$ cat src/rtl/pe2_stage_ctrl.sv
// pe2_stage_ctrl
//   Stage/pair sequencer for the PE2 add/sub/halve unit. Walks one full NTT or
//   INTT pass over a 2^ADDR_W word coefficient memory (Kyber: 7 stages,
//   Dilithium: 8 stages). It issues a pair read every non-stalled RUN cycle,
//   drives the PE2 mode lines, and replays each read as a write-back
//   PIPE_LAT cycles later. A drain gap of PIPE_LAT cycles separates the
//   stages, so the last write of a stage lands before the first read of the
//   next stage.
//
//   Optional build macro: PE2_STAGE_CTRL_CYCLE_CNT_EN adds a 16-bit busy-cycle
//   counter output (cycle_cnt).
//
// Ports
//   clk, rst            clock, synchronous active-high reset
//   start               one-cycle request, honoured only in IDLE
//   kd_in, inv_in       mode (0=Kyber/1=Dilithium, 0=NTT/1=INTT), latched on start
//   stall               holds pair issue while high (RUN only)
//   busy, done          pass in progress / one-cycle completion pulse
//   KD_mode, sel_1      latched kd_in / inv_in, to PE2
//   sel_0               high while the final stage is being issued
//   rd_en, rd_addr0/1   pair read strobe and operand addresses
//   wr_en, wr_addr0/1   write-back strobe and addresses (reads delayed by PIPE_LAT)
//   cycle_cnt           busy-cycle count (only with PE2_STAGE_CTRL_CYCLE_CNT_EN)
//
// state | meaning
// IDLE  | waiting for start
// RUN   | issuing pairs of stage s
// DRAIN | waiting PIPE_LAT cycles for the stage's writes to land
// FIN   | pulsing done, then back to IDLE

module pe2_stage_ctrl #(
  parameter int ADDR_W   = 8,
  parameter int PAIRS    = 128,
  parameter int K_STAGES = 7,
  parameter int D_STAGES = 8,
  parameter int PIPE_LAT = 2
) (
  input  logic              clk,
  input  logic              rst,
  input  logic              start,
  input  logic              kd_in,
  input  logic              inv_in,
  input  logic              stall,
  output logic              busy,
  output logic              done,
  output logic              KD_mode,
  output logic              sel_1,
  output logic              sel_0,
  output logic              rd_en,
  output logic [ADDR_W-1:0] rd_addr0,
  output logic [ADDR_W-1:0] rd_addr1,
  output logic              wr_en,
  output logic [ADDR_W-1:0] wr_addr0,
  output logic [ADDR_W-1:0] wr_addr1
`ifdef PE2_STAGE_CTRL_CYCLE_CNT_EN
  ,
  output logic [15:0]       cycle_cnt
`endif
);

  localparam int JW = ADDR_W - 1;
  localparam int SW = $clog2((D_STAGES > K_STAGES) ? D_STAGES : K_STAGES);
  localparam int LW = $clog2(ADDR_W);
  localparam int DW = 3;

  typedef enum logic [1:0] {IDLE, RUN, DRAIN, FIN} state_t;

  state_t            state;
  logic [JW-1:0]     j;
  logic [SW-1:0]     s;
  logic [DW-1:0]     dcnt;
  logic              last_stage;
  logic [LW-1:0]     lg;
  logic [ADDR_W-1:0] j_ext;
  logic [ADDR_W-1:0] len;
  logic [ADDR_W-1:0] addr0_nxt;
  logic [ADDR_W-1:0] addr1_nxt;

  logic [PIPE_LAT-1:0] pv;
  logic [ADDR_W-1:0]   pa0 [PIPE_LAT];
  logic [ADDR_W-1:0]   pa1 [PIPE_LAT];

  assign last_stage = KD_mode ? (s == SW'(D_STAGES - 1)) : (s == SW'(K_STAGES - 1));

  // log2 of the butterfly stride for the current stage.
  always_comb begin
    lg = '0;
    if (!sel_1)
      lg = LW'(ADDR_W - 1) - LW'(s);
    else
      lg = LW'(s) + (KD_mode ? LW'(0) : LW'(1));
  end

  // Pair j sits in block j/len; each block spans 2*len words, upper half
  // starts at the block base plus the offset inside the block.
  always_comb begin
    j_ext     = ADDR_W'(j);
    len       = ADDR_W'(1) << lg;
    addr0_nxt = (((j_ext >> lg) << lg) << 1) | (j_ext & (len - ADDR_W'(1)));
    addr1_nxt = addr0_nxt + len;
  end

  always_ff @(posedge clk) begin
    if (rst) begin
      state    <= IDLE;
      j        <= '0;
      s        <= '0;
      dcnt     <= '0;
      busy     <= 1'b0;
      done     <= 1'b0;
      KD_mode  <= 1'b0;
      sel_1    <= 1'b0;
      sel_0    <= 1'b0;
      rd_en    <= 1'b0;
      rd_addr0 <= '0;
      rd_addr1 <= '0;
`ifdef PE2_STAGE_CTRL_CYCLE_CNT_EN
      cycle_cnt <= '0;
`endif
    end else begin
      done  <= 1'b0;
      rd_en <= 1'b0;
`ifdef PE2_STAGE_CTRL_CYCLE_CNT_EN
      // Counts the RUN..FIN cycles, so it stops on the done cycle and holds.
      if (state != IDLE)
        cycle_cnt <= cycle_cnt + 16'd1;
`endif
      case (state)
        IDLE: begin
          busy  <= 1'b0;
          sel_0 <= 1'b0;
          if (start) begin
            KD_mode <= kd_in;
            sel_1   <= inv_in;
            s       <= '0;
            j       <= '0;
            busy    <= 1'b1;
            state   <= RUN;
`ifdef PE2_STAGE_CTRL_CYCLE_CNT_EN
            cycle_cnt <= '0;
`endif
          end
        end
        RUN: begin
          sel_0 <= last_stage;
          if (!stall) begin
            rd_en    <= 1'b1;
            rd_addr0 <= addr0_nxt;
            rd_addr1 <= addr1_nxt;
            j        <= j + JW'(1);
            if (j == JW'(PAIRS - 1)) begin
              dcnt  <= '0;
              state <= DRAIN;
            end
          end
        end
        DRAIN: begin
          sel_0 <= 1'b0;
          if (dcnt == DW'(PIPE_LAT - 1)) begin
            if (last_stage) begin
              state <= FIN;
            end else begin
              s     <= s + SW'(1);
              j     <= '0;
              state <= RUN;
            end
          end else begin
            dcnt <= dcnt + DW'(1);
          end
        end
        FIN: begin
          done  <= 1'b1;
          state <= IDLE;
        end
        default: state <= IDLE;
      endcase
    end
  end

  // Write-back delay line: shifts every cycle, stall does not freeze PE2.
  always_ff @(posedge clk) begin
    if (rst) begin
      pv <= '0;
      for (int i = 0; i < PIPE_LAT; i++) begin
        pa0[i] <= '0;
        pa1[i] <= '0;
      end
    end else begin
      pv[0]  <= rd_en;
      pa0[0] <= rd_addr0;
      pa1[0] <= rd_addr1;
      for (int i = 1; i < PIPE_LAT; i++) begin
        pv[i]  <= pv[i-1];
        pa0[i] <= pa0[i-1];
        pa1[i] <= pa1[i-1];
      end
    end
  end

  assign wr_en    = pv[PIPE_LAT-1];
  assign wr_addr0 = pa0[PIPE_LAT-1];
  assign wr_addr1 = pa1[PIPE_LAT-1];

endmodule
$ cat config.mk
export PLATFORM = sky130hd
export DESIGN_NAME = pe2_stage_ctrl
export DESIGN_NICKNAME = d
export VERILOG_FILES = /design/src/rtl/pe2_stage_ctrl.sv
export SDC_FILE = /design/constraint.sdc
export NUM_CORES = 1
export LEC_CHECK = 0
export ABC_AREA = 1
export CELL_PAD_IN_SITES_DETAIL_PLACEMENT = 1
export CELL_PAD_IN_SITES_GLOBAL_PLACEMENT = 1
export CORE_AREA = 8 8 99 101
export CTS_CLUSTER_DIAMETER = 100
export DETAILED_ROUTE_END_ITERATION = 16
export DIE_AREA = 0 0 107 109
export GPL_ROUTABILITY_DRIVEN = 0
export PLACE_DENSITY_LB_ADDON = 0.1
export SYNTH_ARGS = -nofsm -noshare
export SYNTH_HDL_FRONTEND = slang
export SYNTH_SLANG_ARGS = --single-unit
$ cat constraint.sdc
create_clock -name clk -period 5.7 [get_ports clk]
set_input_delay 1.14 -clock clk [delete_from_list [all_inputs] [get_ports clk]]
set_output_delay 1.14 -clock clk [all_outputs]
set_load 0.03 [all_outputs]
== Word-level counts from Yosys, hierarchy flattened ==
Memory sizes are Yosys's and may differ from the RTL's.
Index checks and enable logic that the tools add are counted.

* Output and inout port bits: 39
* Memory bits (writable): 32
* Word-level logic and storage cells: 92
* ROM bits: 0
* Latch bits: 0
* Memories: 2
* Bits in registers: 39
* Input port bits: 6

{| class="wikitable"
|+ Memory list
! name !! words !! width !! read ports !! clocked after Yosys merged registers in !! wr ports !! RTL line !! source
|-
| pa0 || 2 || 8 || 2 || 0 || 2 || 80 || <nowiki>logic [ADDR_W-1:0] pa0 [PIPE_LAT];</nowiki>
|-
| pa1 || 2 || 8 || 2 || 0 || 2 || 81 || <nowiki>logic [ADDR_W-1:0] pa1 [PIPE_LAT];</nowiki>
|}

* Eq/ne operators: 13
* Muxes and demuxes: 33
* Reduce and logical (&&, ||, !) cells: 13
* Bitwise operators: 8
* Multiply operators: 0
* Div/mod/pow operators: 0
* Add/subtract/negate cells: 7
* $lt $le $gt $ge: 0
* Shift-type cells: 3

{| class="wikitable"
|+ Operators by type and width
! operator !! number
|-
| $mux 8 || 4
|-
| $mux 7 || 4
|-
| $mux 3 || 7
|-
| $pmux 7 s3 || 1
|-
| $ne 2x2->1 const B || 6
|-
| $pmux 3 s2 || 2
|-
| $reduce_and 4->1 || 3
|-
| $mux 2 || 5
|-
| $add 8x8->8 || 1
|-
| $and 7x8->8 || 1
|-
| $mux 1 || 8
|-
| $or 8x8->8 || 1
|-
| $pmux 2 s4 || 1
|-
| $shl 1x3->8 const A || 1
|-
| $shl 8x3->7 || 1
|-
| $shr 7x3->8 || 1
|-
| $sub 8x1->8 const B || 1
|-
| $add 7x1->7 const B || 1
|-
| $eq 7x7->1 const B || 1
|-
| $add 3x1->3 const B || 2
|-
| $eq 3x3->1 const B || 2
|-
| $reduce_bool 2->1 || 3
|-
| $reduce_and 5->1 || 1
|-
| $eq 2x2->1 const B || 2
|-
| other kinds (11) || 17
|}

== Longest topological paths before layout ==
* Depth in word-level cells: 8
* Gate-level depth with buffers: 27
* Depth with buffers taken out: 27

== Worst setup path before layout ==
No wires, ideal clock.

* Path type: register to register
* From: reg KD_mode
* To: reg rd_addr1[7]
* Path slack: 2408 ps
* Arrival time: 3183 ps
* Buffers on the path: 0
* Required time: 5591 ps
* Stages on the path, launching flop included: 27
* Period minus slack after synthesis: 3292 ps
* Setup time: 109 ps
* Cells stage by stage: dfxtp_1 -> inv_1 -> ha_1 -> ha_1 -> nand2_1 -> inv_1 -> nor2_2 -> nand3_1 -> nand2_1 -> nand2_1 -> nand3_1 -> nand3_2 -> nand2_1 -> o21a_1 -> inv_1 -> ha_1 -> inv_1 -> o31ai_1 -> nand2_1 -> nand2_1 -> nand2_1 -> nand2_1 -> inv_1 -> nand2_1 -> nand3_1 -> nand2_1 -> inv_1

* Cells in the longest elaborated chain, start to end: 8
* Elaborated cells on any way between the ends: 10
* Those cells by class: add/sub: 3; shift: 3; mux: 2; bitwise: 2

{| class="wikitable"
|+ Ends and longest elaborated chain
! what !! RTL line !! source
|-
| from (decl) || 46 || <nowiki>output logic KD_mode,</nowiki>
|-
| from (signal assigned) || 133 || <nowiki>KD_mode <= kd_in;</nowiki>
|-
| $mux 1 (*) || 91 || <nowiki>lg = LW'(s) + (KD_mode ? LW'(0) : LW'(1));</nowiki>
|-
| $add 3x1->3 (*) || 91 ||
|-
| $mux 3 (*) || 88 || <nowiki>if (!sel_1)</nowiki>
|-
| $shl 1x3->8 || 98 || <nowiki>len = ADDR_W'(1) << lg;</nowiki>
|-
| $sub 8x1->8 || 99 || <nowiki>addr0_nxt = (((j_ext >> lg) << lg) << 1) | (j_ext & (len - ADDR_W'(1)));</nowiki>
|-
| $and 7x8->8 || 99 ||
|-
| $or 8x8->8 (*) || 99 ||
|-
| named net addr0_nxt[3] || 76 || <nowiki>logic [ADDR_W-1:0] addr0_nxt;</nowiki>
|-
| $add 8x8->8 (*) || 100 || <nowiki>addr1_nxt = addr0_nxt + len;</nowiki>
|-
| to (signal assigned) || 149 || <nowiki>rd_addr1 <= addr1_nxt;</nowiki>
|-
| to (decl) || 51 || <nowiki>output logic [ADDR_W-1:0] rd_addr1,</nowiki>
|}

The timed path passes the listed nets; every way through them passes the cells marked *.
A chain may end at the register's enable or synchronous reset.

== Final worst setup path ==
* From: reg KD_mode
* To: reg rd_addr1[6]

The elaborated chain is that of the path after synthesis.

==> impl_metrics.ini <==
[synthesis]
synth.avg_cell_area_um2 = 7.31
post-synth-top-count-cell = nand2_1
synth_top_area_share_pct = 41.3
synth_commonest_cells = nand2_1 (84), inv_1 (76), nor2_1 (73)
async_reset_ff_share_pct = 0
synth-edff-count = 0
yosysSeqAreaShare_pct = 41.3
ys_ff_latch = 71
syn_area_um2 = 3440
synth_nets = 493
synth_area_leaders = dfxtp_1 (41%), nand2_1 (9.2%), inv_1 (8.3%)
synth_cells = 471
yosysUniqueCellTypes = 43
synth_area_leader_cell = dfxtp_1
yosysWarnings = 0
ys.flop_type = dfxtp_1

[critical_path]
startpoint_type = flop
cp.arrival_ps = 3820
max_stage_delay_ps = 490
worstPathBufferInverterCount = 2
path_cells = inv_1 > ha_1 > ha_1 > nand2_1 > nand2_1 > nand2_1 > nand2_1 > nand2_1 > nand2_1 > nand2_1 > o21ai_0 > fa_1 > a21oi_1 > nor2_1 > nor2_1 > nor2_1 > o21ai_0 > nand2_1 > xor2_1 > o22ai_1 > inv_1
crit_top_cell = nand2_1
critPathSlowestCell = fa_1
cp_max_fo = 12
crit_family = simple AND/OR/NAND/NOR gates
worstSetupPathType = flop to flop
critPathCaptureType = flop
startpoint = KD_mode
cp.required_ps = 5940
r2r_start = KD_mode

[clock_tree]
clkTransAtPathRegs_ps = 80
cts_buffers = 9
ctsResizeCount = 0
cts_tree = yes
cts_hold_buf = 0
cts_sinks = 71
htree_levels = 3
cts_buffer_depth = 2
clk_latency_ps = 340
post-cts-setup-buffers = 0
cts_root_buf = clkbuf_8

[timing]
whs_ps = 406
slew_headroom_pct = 35.6
period_share_pct = 62.9
tns_ps = 0
rsz0062_at_grt = false
fin_skew_ps = 11.5
finalHoldViolCount = 0
finalSetupViolations = 0
fin_crit_ps = 3580
maxSlewViolCount = 0
tightest_slew_ps = 962
fmax_mhz = 279

[cells_and_area]
antenna_cells = 0
drive_gt1_share_pct = 7.92
syn_to_final_growth_pct = 17.2
fin_area_um2 = 4040
fin_nets = 522

[drt]
first_iter_violations = 94
antenna_left = 0
routed_wl_mm = 8.49
firstDrtPassIters = 4
viasPerCell = 4.84
avgRoutedWirePerCell_um = 13.9
drc = 0
num_vias = 2966

[outcome]
status = completed

[die]
start_util_pct = 41.1
core_um2 = 8380
die_width_um = 107
die_h_um = 109
io_pins = 45
die-area_um2 = 11700
rows = 34

[grt]
grt_pass1_wl_mm = 14.4
track_usage_pct = 15.3
grt_pass1_vias = 3091
grt_max_degree = 46
grt_overflow_total = 0
grt_antenna_before_repair = 0

[placed_design]
hpwl_mm = 6.48
io_buffers = 44
dpl-instance-area_um2 = 3840

[min_path]
hold_start = pa0[0][2]
hold_path_class = flop to flop

[power_and_ir_drop]
power_density_nw_per_um2 = 420
max-vdd-ir-drop_v = 0.000132
report.power.total_mw = 1.69
cellLeakagePower_nw = 1.76

[flow_run]
maxCapViolations = 0
## per-layer routing
layer / global-route usage [%] / wire [um] / vias up
met5: 0 / 0 / -
li1: - / - / 1515
met2: 26.2 / 3980 / 47
met4: 5.63 / 133 / 0
met1: 18.2 / 4070 / 1392
met3: 3.72 / 309 / 12
## cell families after synthesis
group / after synthesis / synth area share [%]
fa+ha+maj: 16 / 6.03
other cells: 1 / 0.109
compound gates: 61 / 11.0
buf+inv: 107 / 14.2
simple gates: 210 / 26.1
xor+xnor: 5 / 1.27
flops: 71 / 41.3
## path summary, 6_finish.rpt
kind,to,slack (ps),depth (start not counted)
worst max register to register,rd_addr1[6],2120,21
worst min register to register,pa0[0][10],410,2
worst min-delay path,pa0[0][10],410,2
worst max-delay path,rd_addr1[6],2120,21
## worst reg2reg max path, stage by stage, from the launching register on
cell and delay (ps):
dfxtp_1 380, inv_1 80, ha_1 220, ha_1 270, nand2_1 90, nand2_1 290, nand2_1 200, nand2_1 60
nand2_1 70, nand2_1 50, nand2_1 90, o21ai_0 200, fa_1 490, a21oi_1 170, nor2_1 80, nor2_1 90
nor2_1 60, o21ai_0 170, nand2_1 90, xor2_1 150, o22ai_1 100, inv_1 60
## through the flow
step	instances	setup WS, ps	utilization [%]
CTS	613	2060	48.1
finish	613	2120	48.1
global route	613	1600	48.1
floorplan	471	2410	-
global placement	597	2180	45.8
detailed placement	597	2110	45.8
## cell usage in the layout (no fill, tap or decap), drive strengths merged, types with 3 or more instances in the layout
cell type / instances
inv: 81
nand2: 92
nand3: 33
o21ai: 22
clkbuf: 10
clkdlybuf4s50: 44
a21oi: 19
o22ai: 6
nand4: 3
xor2: 4
nor2: 78
dfxtp: 71
nor3: 4
ha: 15
## flip-flops by register name, summed over array words and instances, names as in the netlist
name / count
pa0: 16
pa1: 16
rd_addr0: 8
rd_addr1: 8
j: 7
dcnt: 3
s: 3
pv: 2
state: 2
KD_mode: 1
busy: 1
done: 1
rd_en: 1
sel_0: 1
sel_1: 1
## final cells by class
type / instances / area (um2)
clock buffer: 10 / 128
clock inverter: 6 / 67.6
fill: 1076 / 4350
inverter: 80 / 303
multi-input combinational: 293 / 1530
sequential: 71 / 1420
tap: 108 / 135
timing repair buffer: 45 / 448
## power by group
part	internal, mW	switching [mW]	total, mW
Sequential	0.571	0.0483	0.620
Clock	0.204	0.195	0.399
Combinational	0.222	0.453	0.675
Total	0.998	0.696	1.69
(Power assumes the default switching activity.)
==> RTL edit 1 (same settings) <==
Make the reset (`rst`) asynchronous in 2 clocked blocks. Comments in the files are not updated.
--- a/src/rtl/pe2_stage_ctrl.sv
+++ b/src/rtl/pe2_stage_ctrl.sv
@@ -101,5 +101,5 @@
   end
 
-  always_ff @(posedge clk) begin
+  always_ff @(posedge clk or posedge rst) begin
     if (rst) begin
       state    <= IDLE;
@@ -179,5 +179,5 @@
 
   // Write-back delay line: shifts every cycle, stall does not freeze PE2.
-  always_ff @(posedge clk) begin
+  always_ff @(posedge clk or posedge rst) begin
     if (rst) begin
       pv <= '0;
Formal check against the unedited RTL: differs if rst is asserted again (counterexample within 4 cycles, from zero or initial values and one cycle with rst high); with rst held inactive, the same outputs for 10 cycles.
==> RTL edit 1 against the unedited design <==
Synthesized cell count down 17%; area after synthesis up 3.4%; total power up 16%; worst hold slack worse by 0.052 ns; worst setup slack better by 0.025 ns; combinational power up 17%; non-clock buffer count unchanged; first-iteration DRC count down 33%; wire length down 1.2%; sequential cell count unchanged; final area up 3.1%; critical path depth down 3.
==> RTL edit 1: results (changes against the unedited design) <==
final net count 446 (-15%); CP delay by family, top adder cells; P_leak 2.00 nW (+14%); slowest stage cell, crit path fa_1; vias in the first global route 2939 (-4.9%); Netlist cell types 38 (-12%); Synth Warn # 0 (unchanged); largest net degree at the start of global routing 72 (+57%); drt pass-1 iters 4 (unchanged); share of cells above drive strength 1 12.8% (+4.9 points); Worst-Skew Late Latency 0.35 ns; total wire length 8390 um (-1.2%); ANT cells 0 (unchanged); root buffer cell clkbuf_8; setup TNS 0 ns (unchanged); Max Buffers Root-to-Sink 2 (unchanged); H-tree level count 3 (unchanged); first-pass GRT wire length 14600 um (+1.3%); DRC 0 (unchanged); post-CTS sizing 0 (unchanged); Hold Path Class reg2reg; Critical R2R Launch KD_mode; DP Area 3950 um2 (+2.9%); CP Data Arrival Time 3.76 ns (-0.06 ns); Crit Path Max Fanout 14 (+2); post-synth net total 414 (-16%); Setup Fix Bufs, Post-CTS 0 (unchanged); Reg clk slew, reported paths 0.08 ns (about the same); Clock Skew 0.00719 ns (-0.00434 ns); TritonCTS Buffers 9 (unchanged); synth cell count leaders nand2_1 (98), dfrtp_1 (71), inv_1 (36), nand3_1 (30), nor2_1 (24); Setup CP Type reg2reg; Total Routing Usage GR 15.8% (+0.49 points); Worst Min Path Start pa0[12]; Largest stage delay, worst path 0.49 ns (about the same); I/O Buffers 44 (unchanged); leading post-synthesis cells by cell area dfrtp_1 (50%), nand2_1 (10%), ha_1 (5.3%); DR vias 2694 (-9.2%); DPL Wire Length 6270 um (-3.1%); actual slew at the worst max-slew pin 0.880 ns (-0.0820 ns); status finished clean; worst-case vdd ir drop 163 uV (+23%); initial antenna violation count 0 (unchanged); post-synthesis sequential area ratio 49.9% (+8.6 points); initial drt markers 63 (-33%); Synth async-reset ratio 100% (+100 points)
==> RTL edit 1: cell types whose count changed in the layout (fill, tap and decap cells not counted), moves of 8 or more <==
cell and change:
nor2_1 -49, a21oi_1 -8, nand2_1 +14, dfxtp_1 -71
dfrtp_1 +71, inv_1 -41
==> RTL edit 1: path summary, 6_finish.rpt <==
path | end | depth (start not counted) | slack, ns
max | rd_addr1[6] | 18 | 2.14
min | wr_addr0[4] | 0 | 0.35
max reg2reg | rd_addr1[6] | 18 | 2.14
min reg2reg | wr_addr0[4] | 0 | 0.35
max in group asynchronous | rd_addr1[4] | 3 | 3.75
min in group asynchronous | pa1[8] | 3 | 1.39
==> RTL edit 1: cells by family (layout without fill, tap and decap cells) <==
family	after synthesis	count (layout)	share of synthesized area, %
other	1	1	0.105
flip-flops	71	71	49.9
buffers and inverters	63	100	9.63
adder cells (fa/ha/maj)	16	16	5.83
XOR/XNOR	3	3	0.738
AND/OR/NAND/NOR	189	189	25.2
AO/OA/AOI/OAI	49	49	8.64
==> RTL edit 1: routing by layer <==
layer | track usage (%) | share of wire, % | vias to the layer above
met1 | 19.9 | 48 | 1327
met3 | 3.31 | 3.6 | 7
met2 | 25.8 | 47 | 39
met4 | 6.43 | 1.4 | 0
li1 | - | - | 1321
met5 | 0 | 0 | -
==> RTL edit 1: power breakdown <==
| group | leakage [nW] | internal [W] | switching (W) |
|---|---|---|---|
| combinational | 1.04 | 0.000297 | 0.000492 |
| clock | 0.100 | 0.000211 | 0.000210 |
| sequential | 0.863 | 0.000651 | 0.000105 |
==> RTL edit 1: final cells by class <==
cell class              count  area [um2]
fillers                   999        4220
repair buffers             45         448
well taps                 108         135
inverters                  39         149
clock buffers               9         124
multi-input cells         258        1440
clock inverters             7        85.1
flip-flops and latches     71        1780
==> RTL edit 1: per-stage QoR <==
stage	std cells	setup WS [ns]	utilization [%]	total power [W]	hold slack [ns]
CTS	537	2.12	49.6	0.00199	0.357
global route	537	1.78	49.6	0.00210	0.363
global placement	521	2.28	47.1	0.00153	0.331
finish	537	2.14	49.6	0.00197	0.353
detailed placement	521	2.15	47.1	0.00156	0.336
floorplan	392	2.57	-	0.00132	0.331
==> RTL edit 2 (same settings) <==
Without the edit above. Change the parameter `D_STAGES` from 8 to 16.
--- a/src/rtl/pe2_stage_ctrl.sv
+++ b/src/rtl/pe2_stage_ctrl.sv
@@ -33,5 +33,5 @@
   parameter int PAIRS    = 128,
   parameter int K_STAGES = 7,
-  parameter int D_STAGES = 8,
+  parameter int D_STAGES = 16,
   parameter int PIPE_LAT = 2
 ) (
Check against the original RTL: no difference found for any inputs over 10 cycles, from zero or initial values and one cycle with rst high; that may be too few to reach the edited logic, so the function may still have changed.
==> RTL edit 2 against the unedited design <==
Clock skew increased by 0.0010 ns; final area increased by 3.1%; area after synthesis increased by 2.9%; sequential cell count increased by 1; die area unchanged; final cell count unchanged; wire length increased by 3.1%; worst setup slack got worse by 0.21 ns; worst hold slack about the same.
Power is not compared: it rests on default switching activity, and its combinational part moved more than twofold at a synthesized area within 25%.
==> RTL edit 2: results (changes against the unedited design) <==
Clock Skew 0.0126 ns (+0.00103 ns); vias in the first global route 3126 (+1.1%); post-CTS sizing 0 (unchanged); nonclk inv count 81 (+1.3%); fillers 1073 (-0.28%); first-pass GRT wire length 15200 um (+5.8%); Synth Area in Adders 5.16% (-0.87 points); largest net degree at the start of global routing 46 (unchanged); synth cell count leaders dfxtp_1 (72), inv_1 (71), nand2_1 (68), nor2_1 (63), nand3_1 (32); fraction of area in multi-input gates 38.2% (+0.17 points); root buffer cell clkbuf_8; drt pass-1 iters 4 (unchanged); met3 wire len 329 um (+6.5%); leading post-synthesis cells by cell area dfxtp_1 (41%), inv_1 (7.5%), nand2_1 (7.2%); count of multi-input gates 291 (-0.68%); Crit Path Max Fanout 14 (+2); Synth Area in XOR/XNOR 1.73% (+0.46 points); Total Routing Usage GR 16.1% (+0.86 points); metal2 WL 4070 um (+2.3%); Reg area 1440 um2 (+1.4%); worst-case vdd ir drop 137 uV; DP Worst Slack 2.06 ns (-0.0574 ns); Largest stage delay, worst path 0.42 ns (-0.07 ns); TritonCTS Buffers 9 (unchanged); clock-cell share of area 5.83% (+1.0 points); DP Area 3920 um2 (+2.1%); actual slew at the worst max-slew pin 0.723 ns (-0.239 ns); post-layout util 49.7% (+1.5 points); mux cell area share after synthesis 0% (unchanged); Hold Path Class reg2reg; Mapped Cells 474 (+0.64%); Netlist cell types 43 (unchanged); initial antenna violation count 0 (unchanged); I/O Buffers 44 (unchanged); slowest stage cell, crit path nand2_1; clock sinks 72 (+1.4%); Max Buffers Root-to-Sink 2 (unchanged); Worst-Skew Late Latency 0.35 ns; Metal-1 WL 4230 um (+3.8%); initial drt markers 92 (-2.1%); P_leak 1.77 nW; final net count 520 (-0.38%); max layer used met4; Post-synth top flop dfxtp_1; share of cells above drive strength 1 10.1% (+2.2 points); Reg clk slew, reported paths 0.08 ns (about the same); Worst Min Path Start pa1[0][5]; DR vias 2982 (+0.54%); non-filler instance count after layout 613 (unchanged); routed length per instance 14.3 um (+3.1%); post-synth net total 494 (+0.20%); Compound-Gate Fraction of Synth Area 10.5% (-0.48 points); DPL Wire Length 6450 um (-0.35%); CP Data Arrival Time 4.04 ns (+0.22 ns); NonClk Buf Share 10.8% (-0.34 points); post-synthesis sequential area ratio 40.7% (-0.59 points); status finished clean
[RTL edit 2: changes by cell type after synthesis, moves of 4 or more]
cell and change:
nor2_1 -10, o21ai_0 -5, o22ai_1 +4, nor3_1 +10, nand2_1 -16, o21ai_1 +5
inv_1 -5, inv_2 +6
[RTL edit 2: path summary, 6_finish.rpt]
path,depth (start not counted),slack (ns),end
setup reg to reg,22,1.90,rd_addr1[6]
hold reg to reg,2,0.41,pa1[0][13]
hold / removal,2,0.41,pa1[0][13]
setup / recovery,22,1.90,rd_addr1[6]
[RTL edit 2: metal layers]
layer  GRT usage (%)  vias to the layer above
li1                -                     1535
met1            20.7                     1395
met2            25.8                       41
met3            4.20                       11
met4            5.23                        0
met5               0                        -
[RTL edit 2: where the power goes]
group	switching [W]	total, W	leakage [nW]	internal, W
sequential	0.0000268	0.000565	0.585	0.000539
clock	0.000205	0.000499	0.117	0.000294
combinational	0.000222	0.000336	1.07	0.000114
